--- src/rtl/bus_initiator_pkg.sv ---
// Shared definitions for the multiplexed address/data bus: one-hot cycle states and bus widths.
package bus_initiator_pkg;

  localparam int ADDR_W = 16;
  localparam int DATA_W = 8;
  localparam int WAIT_W = 8;

  typedef enum logic [5:0] {
    IDLE = 6'b000001,
    T1   = 6'b000010,
    T2   = 6'b000100,
    TW   = 6'b001000,
    T3   = 6'b010000,
    T4   = 6'b100000
  } bus_state_e;

endpackage

--- src/rtl/bus_initiator.sv ---
// Bus initiator for a multiplexed low-address/data bus with ALE, active-low strobes,
// ready-driven wait states and a wait-state timeout that aborts the cycle.
module bus_initiator
  import bus_initiator_pkg::*;
#(
  parameter int TIMEOUT = 16
) (
  input  logic              clk,
  input  logic              rst,
  input  logic              req,
  input  logic              we,
  input  logic [ADDR_W-1:0] addr,
  input  logic [DATA_W-1:0] wdata,
  input  logic              ready,
  input  logic [DATA_W-1:0] ad_in,
  output logic              ALE,
  output logic              RD,
  output logic              WR,
  output logic              CS,
  output logic [DATA_W-1:0] ad_out,
  output logic              ad_oe,
  output logic [DATA_W-1:0] a_hi,
  output logic [DATA_W-1:0] rdata,
  output logic              busy,
  output logic              done,
  output logic              err
);

  localparam logic [WAIT_W-1:0] TW_LAST = WAIT_W'(TIMEOUT - 1);

  bus_state_e        state_q, state_d;
  logic [WAIT_W-1:0] cnt_q, cnt_d;
  logic              we_q, we_d;
  logic [ADDR_W-1:0] addr_q, addr_d;
  logic [DATA_W-1:0] wdata_q, wdata_d;
  logic [DATA_W-1:0] rdata_q, rdata_d;
  logic              err_q, err_d;
  logic              strobe;

  always_ff @(posedge clk or negedge rst) begin
    if (!rst) begin
      state_q <= IDLE;
      cnt_q   <= '0;
      we_q    <= 1'b0;
      addr_q  <= '0;
      wdata_q <= '0;
      rdata_q <= '0;
      err_q   <= 1'b0;
    end else begin
      state_q <= state_d;
      cnt_q   <= cnt_d;
      we_q    <= we_d;
      addr_q  <= addr_d;
      wdata_q <= wdata_d;
      rdata_q <= rdata_d;
      err_q   <= err_d;
    end
  end

  always_comb begin
    state_d = state_q;
    cnt_d   = cnt_q;
    we_d    = we_q;
    addr_d  = addr_q;
    wdata_d = wdata_q;
    rdata_d = rdata_q;
    err_d   = err_q;
    case (state_q)
      IDLE: begin
        cnt_d = '0;
        if (req) begin
          we_d    = we;
          addr_d  = addr;
          wdata_d = wdata;
          err_d   = 1'b0;
          state_d = T1;
        end
      end
      T1: state_d = T2;
      T2: state_d = ready ? T3 : TW;
      TW: begin
        // ready takes priority over the timeout when both land in the same cycle
        if (ready) begin
          state_d = T3;
        end else if (cnt_q == TW_LAST) begin
          state_d = T4;
          err_d   = 1'b1;
        end else begin
          cnt_d = cnt_q + 8'd1;
        end
      end
      T3: begin
        if (!we_q) rdata_d = ad_in;
        state_d = T4;
      end
      T4:      state_d = IDLE;
      default: state_d = IDLE;
    endcase
  end

  always_comb begin
    strobe = (state_q == T2) || (state_q == TW) || (state_q == T3);
    ALE    = (state_q == T1);
    CS     = !((state_q == T1) || strobe);
    RD     = !(strobe && !we_q);
    WR     = !(strobe && we_q);
    ad_oe  = (state_q == T1) || (strobe && we_q);
    ad_out = '0;
    if (state_q == T1) begin
      ad_out = addr_q[DATA_W-1:0];
    end else if (strobe && we_q) begin
      ad_out = wdata_q;
    end
    a_hi   = addr_q[ADDR_W-1:DATA_W];
    rdata  = rdata_q;
    busy   = (state_q != IDLE);
    done   = (state_q == T4);
    err    = err_q;
  end

endmodule
--- config.mk ---
export PLATFORM = sky130hd
export DESIGN_NAME = bus_initiator
export DESIGN_NICKNAME = d
export VERILOG_FILES = /design/src/rtl/bus_initiator_pkg.sv /design/src/rtl/bus_initiator.sv
export SDC_FILE = /design/constraint.sdc
export NUM_CORES = 1
export LEC_CHECK = 0
export CAP_MARGIN = 15
export CORE_UTILIZATION = 44
export CTS_BUF_LIST = sky130_fd_sc_hd__clkbuf_4
export DETAILED_ROUTE_END_ITERATION = 7
export PLACE_DENSITY = 0.79
export SYNTH_ARGS = -nofsm -noshare
export SYNTH_HDL_FRONTEND = slang
export SYNTH_SLANG_ARGS = --single-unit
export TNS_END_PERCENT = 100
--- constraint.sdc ---
create_clock -name clk -period 1.9 [get_ports clk]
set_input_delay 0.38 -clock clk [delete_from_list [all_inputs] [get_ports clk]]
set_output_delay 0.38 -clock clk [all_outputs]
set_load 0.05 [all_outputs]
==> results of run 1 <==
[through the flow]
step	worst slack, ps	instance area (um^2)	TNS [ps]	util, %	hold slack, ps
after floorplan	-130	2350	-2540	-	84.4
after global placement	-171	3370	-2630	69.5	398
after detailed placement	-269	3370	-4080	69.5	402
after CTS	-496	3600	-15170	74.3	521
after global routing	-673	3680	-21210	76.0	535
final	-583	3680	-18220	76.0	506
[power groups by stage]
stage	logic, uW	clock network (uW)	registers, uW
6_report	3300	468	1660
4_1_cts	3180	461	1650
3_3_place_gp	2910	0	1650
5_1_grt	3460	530	1710
2_1_floorplan	1810	0	1840
3_5_place_dp	2960	0	1660
[what timing repair did]
item	4_1_cts	5_1_grt
resized for setup	28	15
hold buffers	1	0
endpoints found under the hold margin	11	0
setup buffers	4	4
pin swaps	5	2
setup endpoints to repair	58	53
gates cloned	3	1
[sequential cells by signal (all words and copies together), names as in the netlist]
signal / cells
state_q: 6
wdata_q: 8
we_q: 1
addr_q: 16
cnt_q: 8
err: 1
rdata: 8
[critical path, stage by stage (launching register included)]
cell     delay [ps]
dfrtp_1         420
or4_4           570
nor3b_4         280
buf_4           200
a22o_4          140
buf_12          130
[per-layer routing]
| layer | part of all wire [%] | global-route usage (%) |
|---|---|---|
| met5 | 0 | 0 |
| met4 | 1.8 | 9.40 |
| met3 | 7.3 | 6.72 |
| met2 | 50 | 39.7 |
| met1 | 41 | 29.7 |
[layout make-up]
type / count / area (um^2) / share of cell area [%]
Inverter: 7 / 28.8 / 0.781
Tap cell: 67 / 83.8 / 2.28
Multi-Input combinational cell: 108 / 1090 / 29.6
Clock buffer: 5 / 37.5 / 1.02
Timing Repair Buffer: 111 / 1230 / 33.4
Sequential cell: 48 / 1200 / 32.6
Clock inverter: 2 / 12.5 / 0.340
[Yosys cell counts (4+ instances only)]
library cell and instances:
nand2_1 4, dfrtp_1 47, mux2_4 18, nand3_1 7
mux2_2 16, buf_4 8, a22o_1 9, nor2_1 6
inv_1 6, o21ai_0 5, nor3_1 5
[path summary, 6_finish.rpt]
kind	startpoint	cells after the start	slack, ps	to
max in group asynchronous	rst	3	720	addr_q[2]
setup / recovery	state_q[5]	5	-580	ad_out[3]
min in group clk	rdata[4]	1	520	rdata[4]
hold reg to reg	rdata[4]	1	520	rdata[4]
hold / removal	rst	2	510	cnt_q[2]
setup reg to reg	state_q[5]	7	-460	wdata_q[5]
[cell usage in the layout, fill, tap and decap left out, types with 2 or more instances in the layout]
cell type        instances
dfrtp_1                 47
clkdlybuf4s50_1         35
buf_4                   34
mux2_4                  18
mux2_2                  16
buf_12                  15
dlygate4sd2_1           13
a22o_4                   8
nand3_1                  7
buf_6                    7
inv_1                    6
clkbuf_4                 5
nor2_1                   4
nand2_1                  4
o211ai_1                 3
or3_1                    3
o21ai_1                  3
and3_1                   3
nor3_1                   3
nor3b_4                  2
nor2_4                   2
nor3b_1                  2
o21ai_0                  2
a21o_1                   2
a21oi_2                  2
o22ai_1                  2
bufbuf_16                2
dlymetal6s2s_1           2
[cells by family after synthesis]
group,after synthesis
buffers and inverters,20
adders and majority gates,1
DFF,48
xor gates and xnor gates,2
AOI/OAI and AO/OA,26
muxes,34
and+or+nand+nor,45
==> reports/metrics.csv, run 1 <==
metric;value;unit
Seq pwr share;30.6;%
Max FO, Critical Path;4;
DRC;0;
maximum capacitance violations;0;
Internal;3200;uW
CP Launch Type;flop;
Die W;73.7;um
post-synthesis sequential area ratio;53.1;%
Cell Area, Synth;2260;um^2
final number of hold-violating endpoints;0;
Min Clock Period, post-route;2480;ps
GRT Resource Usage Total;24.0;%
Slew headroom;62.5;%
number of nets in the layout;319;
Total Routed Length;5930;um
root buffer cell;clkbuf_4;
P_leak;0.00182;uW
Layout fillers;306;
required time worst endpoint;1520;ps
top cell type's share of synthesized area;52.0;%
Ports;69;
number of synthesized flops with an enable pin;0;
share of cells above drive strength 1;45.2;%
final setup margin;-583;ps
Routed Antenna Nets;0;
P&R area growth vs syn;62.7;%
switching share of power;41.1;%
Via Count;1815;
Gate Count Post-Synth;176;
die area;5430;um^2
initial antenna violation count;0;
Power Total;5430;uW
Iter 0 DRT Violations;93;
Post-Synth XOR/XNOR Area;0.774;%
Worst-Skew Late Latency;370;ps
Post-DP HPWL;3760;um
Final setup violation count;50;
Post-Syn Area per Cell;12.9;um^2
sw power;2230;uW
CP arrival;2100;ps
Power Density;1470;nW/um^2
Synth cell types;40;
Slew Viols, Final;0;
row cnt;25;
Yosys reg bits;48;
ys async rst share;100;%
CP endpoint kind;primary output;
Worst Tran Pin Value;563;ps
CTS buffer count;5;
ranking of synthesized cells by area;dfrtp_1 52%, mux2_4 12%, mux2_2 8.0%;
number of port buffers;68;
Placer Congestion;0.831;
Post-synth top flop;dfrtp_1;
Crit Path Class;reg2out;
final std cells w/o fill;348;
Combinational Power Share;60.8;%
Hold Crit Class;in2async;
largest net degree at the start of global routing;26;
YS warnings;0;
RSZ-0062 raised after global routing;yes;
clock share of power;8.6;%
failing checks;negative setup slack;
post-synthesis simple-gate area fraction;12.3;%
core region area;4850;um^2
CTS tree;done;
leading area contributor after synthesis;dfrtp_1;
antenna cell count;0;
post-synthesis net count;214;
Initial Utilization;46.7;%
Max Root-Sink Buffers;2;
status;complete, but fails checks;
H-tree depth reported by CTS;2;
TritonRoute pass-1 iters;4;
area share of fa/ha/maj cells after synthesis;0.553;%
Vias/cell;5.22;
first-pass GRT wire length;9510;um
number of global-route vias before repair;1937;
Max VDD drop;0.000852;V
Fin Clk Skew;18.7;ps
grt ovf;0;
Avg WL per Cell;17.0;um
clock sink total;48;
f_max;403;MHz
Reg clk slew, reported paths;140;ps
mux cell area share after synthesis;19.9;%
largest family of logic cells by synthesized area;multiplexers;
Final period util;131;%
Placed Instances;328;
Die Ht;73.7;um
compound-gate portion of the synthesized area;8.02;%
Note: power is estimated with default switching activity, not from simulation.
==> inputs of run 2 (changes only) <==
Settings changed: CORE_ASPECT_RATIO set to 1.4.
==> run 2 against run 1 <==
- the flow still finishes with violations (negative setup slack)
- die area about the same
- final area about the same
- hold slack got worse by 13 ps
- largest cell class is now registers
- global-route usage decreased by 2.9 points
- sequential share of layout area about the same
- core utilization decreased by 0.46 points
==> reports/metrics.csv, run 2 (synthesized netlist as in run 1, its figures left out) <==
metric;value;unit
status;complete, but fails checks;
failing checks;negative setup slack;
number of port buffers;68;
delay-heaviest family, CP;simple AND/OR/NAND/NOR gates;
multi-input combinational cell area;1120;um^2
Finished Cell Area;3680;um^2
Slew Viols, Final;0;
Max VDD drop;0.00104;V
clock sink total;48;
clock share of power;10.8;%
Avg WL per Cell;16.6;um
Total Routed Length;5710;um
commonest non-fill, non-tap cell in the layout;dfrtp_1;
Setup crit start;state_q[5];
slowest cell delay on critical path;570;ps
Internal;3310;uW
Routed Antenna Nets;0;
initial antenna violation count;0;
CP endpoint kind;primary output;
largest net degree at the start of global routing;49;
FF-to-FF End;addr_q[3];
Buf+Inv Stages, Crit Path;2;
required time worst endpoint;1520;ps
Slew headroom;67.7;%
Initial Utilization;46.4;%
RSZ-0062 raised after global routing;yes;
Worst R2R Path Depth;8;
sum of negative setup slack;-16610;ps
CTS tree;done;
Fin Clk Skew;12.8;ps
P_leak;0.00177;uW
Seq pwr share;29.5;%
maximum capacitance violations;0;
Worst-Skew Late Latency;370;ps
dpl cell area;3340;um^2
TritonRoute pass-1 iters;4;
f_max;412;MHz
sw power;2260;uW
die area;5440;um^2
CP Launch Type;flop;
CTS buffer count;5;
CP max-delay cell;or4_4;
Max Root-Sink Buffers;2;
row cnt;30;
most frequent cells in the layout;47 x dfrtp_1, 35 x clkdlybuf4s50_1, 30 x buf_4;
DRC;0;
root buffer cell;clkbuf_4;
grt ovf;0;
RR Startpoint;state_q[5];
switching share of power;40.6;%
Reg clk slew, reported paths;140;ps
Finished Core Util;75.5;%
core region area;4880;um^2
register area;1200;um^2
Crit Path Class;reg2out;
Power Density;1510;nW/um^2
max FFs per register;16;
Iter 0 DRT Violations;37;
H-tree depth reported by CTS;2;
Worst R2R Setup Slack;-380;ps
Worst Tran Pin Value;487;ps
antenna cell count;0;
share of cells above drive strength 1;45.9;%
Layout fillers;309;
number of nets in the layout;316;
Ports;69;
Post-DP HPWL;3510;um
Cell Chain, Critical Path;or4_4 > nor3b_2 > buf_6 > a22o_4 > buf_12;
Combinational Power Share;59.7;%
first-pass GRT wire length;8850;um
P&R area growth vs syn;62.8;%
final setup margin;-525;ps
number of global-route vias before repair;1816;
GRT Resource Usage Total;21.1;%
Via Count;1771;
Min Clock Period, post-route;2430;ps
Die W;62.6;um
Largest Register;addr_q;
Max FO, Critical Path;11;
Vias/cell;5.16;
Placer Congestion;0.864;
Die Ht;86.9;um
Final setup violation count;50;
Hold Crit Class;in2async;
CP arrival;2050;ps
Final period util;128;%
final number of hold-violating endpoints;0;
==> run 2: how the worst max path moves through the flow <==
stage | cells after the start | slack [ps] | to
after floorplan | 4 | -130 | ad_out[0]
after global placement | 6 | -150 | ad_oe
after detailed placement | 6 | -180 | ad_oe
after CTS | 5 | -490 | ad_out[1]
after global routing | 5 | -600 | ad_out[2]
final | 5 | -530 | ad_out[1]
==> run 2: power by group through the flow <==
stage | combinational (uW) | clock, uW | sequential (uW)
floorplan | 1810 | 0 | 1840
detailed placement | 2900 | 0 | 1650
CTS | 3130 | 614 | 1630
global route | 3470 | 650 | 1700
finish | 3330 | 600 | 1650
global placement | 2860 | 0 | 1650
==> run 2: metal layers <==
layer,GRT usage (%),wire [um]
met3,2.75,159
met4,5.50,63
met1,25.6,2320
met2,39.0,3160
met5,0,0
==> run 2: repair_timing <==
item | in CTS | in global routing
endpoints found under the hold margin | 47 | 0
resized for setup | 35 | 11
pin swaps | 5 | 6
gates cloned | 3 | 1
setup buffers | 3 | 6
hold buffers | 1 | 0
endpoints found under the setup margin | 45 | 60
==> run 2: final cells by class <==
cell class	instances	area share (%)
Clock buffer	5	1.02
Clock inverter	3	1.15
Inverter	7	0.781
Multi-Input combinational cell	109	30.4
Sequential cell	48	32.6
Tap cell	64	2.17
Timing Repair Buffer	107	31.8
==> run 2: worst reg2reg max path, stage by stage (launching register included) <==
cell and delay [ps]:
dfrtp_1 410, or4_4 570, buf_4 180, nor3b_4 190, buf_4 130, buf_4 120
nand2_8 90, buf_12 180, mux2_4 300
==> run 2: through the flow <==
step,cells,worst slack (ps),hold WS (ps),total power (uW)
after floorplan,176,-130,84.4,3650
after global placement,322,-147,379,4500
after detailed placement,322,-177,385,4550
after CTS,337,-492,500,5380
after global routing,343,-598,517,5820
final,343,-525,493,5570
==> inputs of run 3 (changes only) <==
--- a/config.mk
+++ b/config.mk
@@ -9,6 +9,7 @@
 export CORE_ASPECT_RATIO = 1.4
-export CORE_UTILIZATION = 44
+export CORE_UTILIZATION = 52
 export CTS_BUF_LIST = sky130_fd_sc_hd__clkbuf_4
 export DETAILED_ROUTE_END_ITERATION = 7
-export PLACE_DENSITY = 0.79
+export HOLD_SLACK_MARGIN = 0.05
+export PLACE_DENSITY = 0.87
 export SYNTH_ARGS = -nofsm -noshare
==> constraint.sdc (replaced) <==
create_clock -name clk -period 3 [get_ports clk]
set_input_delay 0.6 -clock clk [delete_from_list [all_inputs] [get_ports clk]]
set_output_delay 0.6 -clock clk [all_outputs]
set_load 0.01 [all_outputs]
==> run 3 against run 2 <==
- the flow finishes with violations (design-rule violations)
- combinational power decreased by 65%
- hold slack got worse by 250 ps
- largest cell class unchanged
- register-to-register slack improved by 970 ps
==> reports/metrics.csv, run 3 (synthesized netlist as in run 1, its figures left out) <==
metric;value;unit
Iter 0 DRT Violations;43;
Slew headroom;34.1;%
Finished Core Util;73.5;%
Power Density;829;nW/um^2
number of port buffers;68;
CP arrival;2300;ps
share of cells above drive strength 1;24.7;%
clock share of power;14.2;%
CP endpoint kind;primary output;
CTS tree;done;
row cnt;28;
Routed Antenna Nets;0;
Vias/cell;5.64;
Finished Cell Area;3090;um^2
core region area;4200;um^2
sw power;787;uW
Worst R2R Setup Slack;590;ps
max FFs per register;16;
Largest Register;addr_q;
required time worst endpoint;2400;ps
CP Launch Type;flop;
Slew Viols, Final;0;
maximum capacitance violations;0;
Placer Congestion;0.892;
hold bufs inserted after CTS;0;
grt ovf;0;
H-tree depth reported by CTS;2;
initial antenna violation count;0;
Via Count;1668;
Power Total;2560;uW
Post-DP HPWL;3420;um
clock sink total;48;
Ports;69;
number of nets in the layout;288;
failing checks;design-rule violations;
Die W;57.8;um
CTS buffer count;5;
Final setup violation count;0;
Initial Utilization;53.8;%
Max Root-Sink Buffers;2;
Worst Tran Pin Value;984;ps
Internal;1780;uW
Avg WL per Cell;16.4;um
f_max;344;MHz
Hold Crit Class;in2async;
dpl cell area;2930;um^2
largest net degree at the start of global routing;30;
status;complete, but fails checks;
commonest non-fill, non-tap cell in the layout;clkdlybuf4s50_1;
Seq pwr share;40.6;%
Min Clock Period, post-route;2900;ps
Crit Path Class;reg2out;
Reg clk slew, reported paths;130;ps
Max VDD drop;0.000481;V
Fin Clk Skew;7.59;ps
TritonRoute pass-1 iters;7;
number of global-route vias before repair;1642;
Die Ht;80.1;um
Total Routed Length;4860;um
Final period util;96.8;%
sum of negative setup slack;0;ps
GRT Resource Usage Total;22.8;%
DRC;3;
switching share of power;30.7;%
first-pass GRT wire length;7910;um
final number of hold-violating endpoints;0;
Combinational Power Share;45.2;%
P&R area growth vs syn;36.6;%
antenna cell count;0;
most frequent cells in the layout;57 x clkdlybuf4s50_1, 45 x dfrtp_1, 18 x mux2_4;
root buffer cell;clkbuf_4;
Worst-Skew Late Latency;350;ps
die area;4620;um^2
P_leak;0.00150;uW
Max FO, Critical Path;10;
[run 3: cell types whose count changed in the layout (fill, tap and decap cells not counted), moves of 3 or more]
cell             before  now
buf_6                 8    2
clkdlybuf4s50_1      35   57
nor2_4                3    0
dlymetal6s2s_1        0    4
a21oi_2               3    0
a22o_4                8    0
a22o_1                1    9
dlygate4sd2_1        15    6
a21oi_1               0    3
buf_12               14    0
buf_4                30   10
[run 3: critical path, stage by stage, from the launching register on]
cell	delay, ps
dfrtp_1	410
or4_4	590
nor3b_4	340
inv_4	110
clkdlybuf4s50_1	490
[run 3: timing repair]
action	4_1_cts	5_1_grt
hold endpoints to repair	0	0
setup buffers	4	3
gates cloned	1	0
setup endpoints to repair	9	5
resized for setup	13	6
pin swaps	1	2
[run 3: worst paths after layout]
path / from / end / depth (start not counted)
min in group clk: rdata[6] / rdata[6] / 1
worst max register to register: cnt_q[0] / cnt_q[3] / 5
worst min register to register: rdata[6] / rdata[6] / 1
worst min-delay path: rst / addr_q[10] / 1
max in group asynchronous: rst / state_q[0] / 2
worst max-delay path: state_q[5] / busy / 4
[run 3: cell type report]
class / instances / area, um^2
Fill cell: 281 / 1110
Sequential cell: 48 / 1200
Timing Repair Buffer: 80 / 776
Clock buffer: 5 / 37.5
Multi-Input combinational cell: 108 / 951
Clock inverter: 3 / 37.5
Inverter: 7 / 28.8
Tap cell: 45 / 56.3
[run 3: power groups by stage]
stage | registers [uW] | logic (uW) | clock network (uW)
floorplan | 1020 | 758 | 0
global placement | 1050 | 1090 | 0
detailed placement | 1050 | 1110 | 0
CTS | 1040 | 1140 | 371
global route | 1070 | 1240 | 397
finish | 1040 | 1160 | 365
[run 3: through the flow]
step           setup slack, ps  std cells  hold slack (ps)
3_3_place_gp               357        280              488
3_5_place_dp               297        280              492
2_1_floorplan              776        176              304
4_1_cts                  -16.7        293              261
6_report                  96.1        296              246
5_1_grt                 -0.768        296              289
[run 3: metal layers]
metal  up-vias  track usage [%]  routed length (um)
met3        10             3.86                 190
met4         0             10.7                 136
met1       827             28.7                1960
li1        774                -                   -
met5         -                0                   0
met2        57             38.1                2570
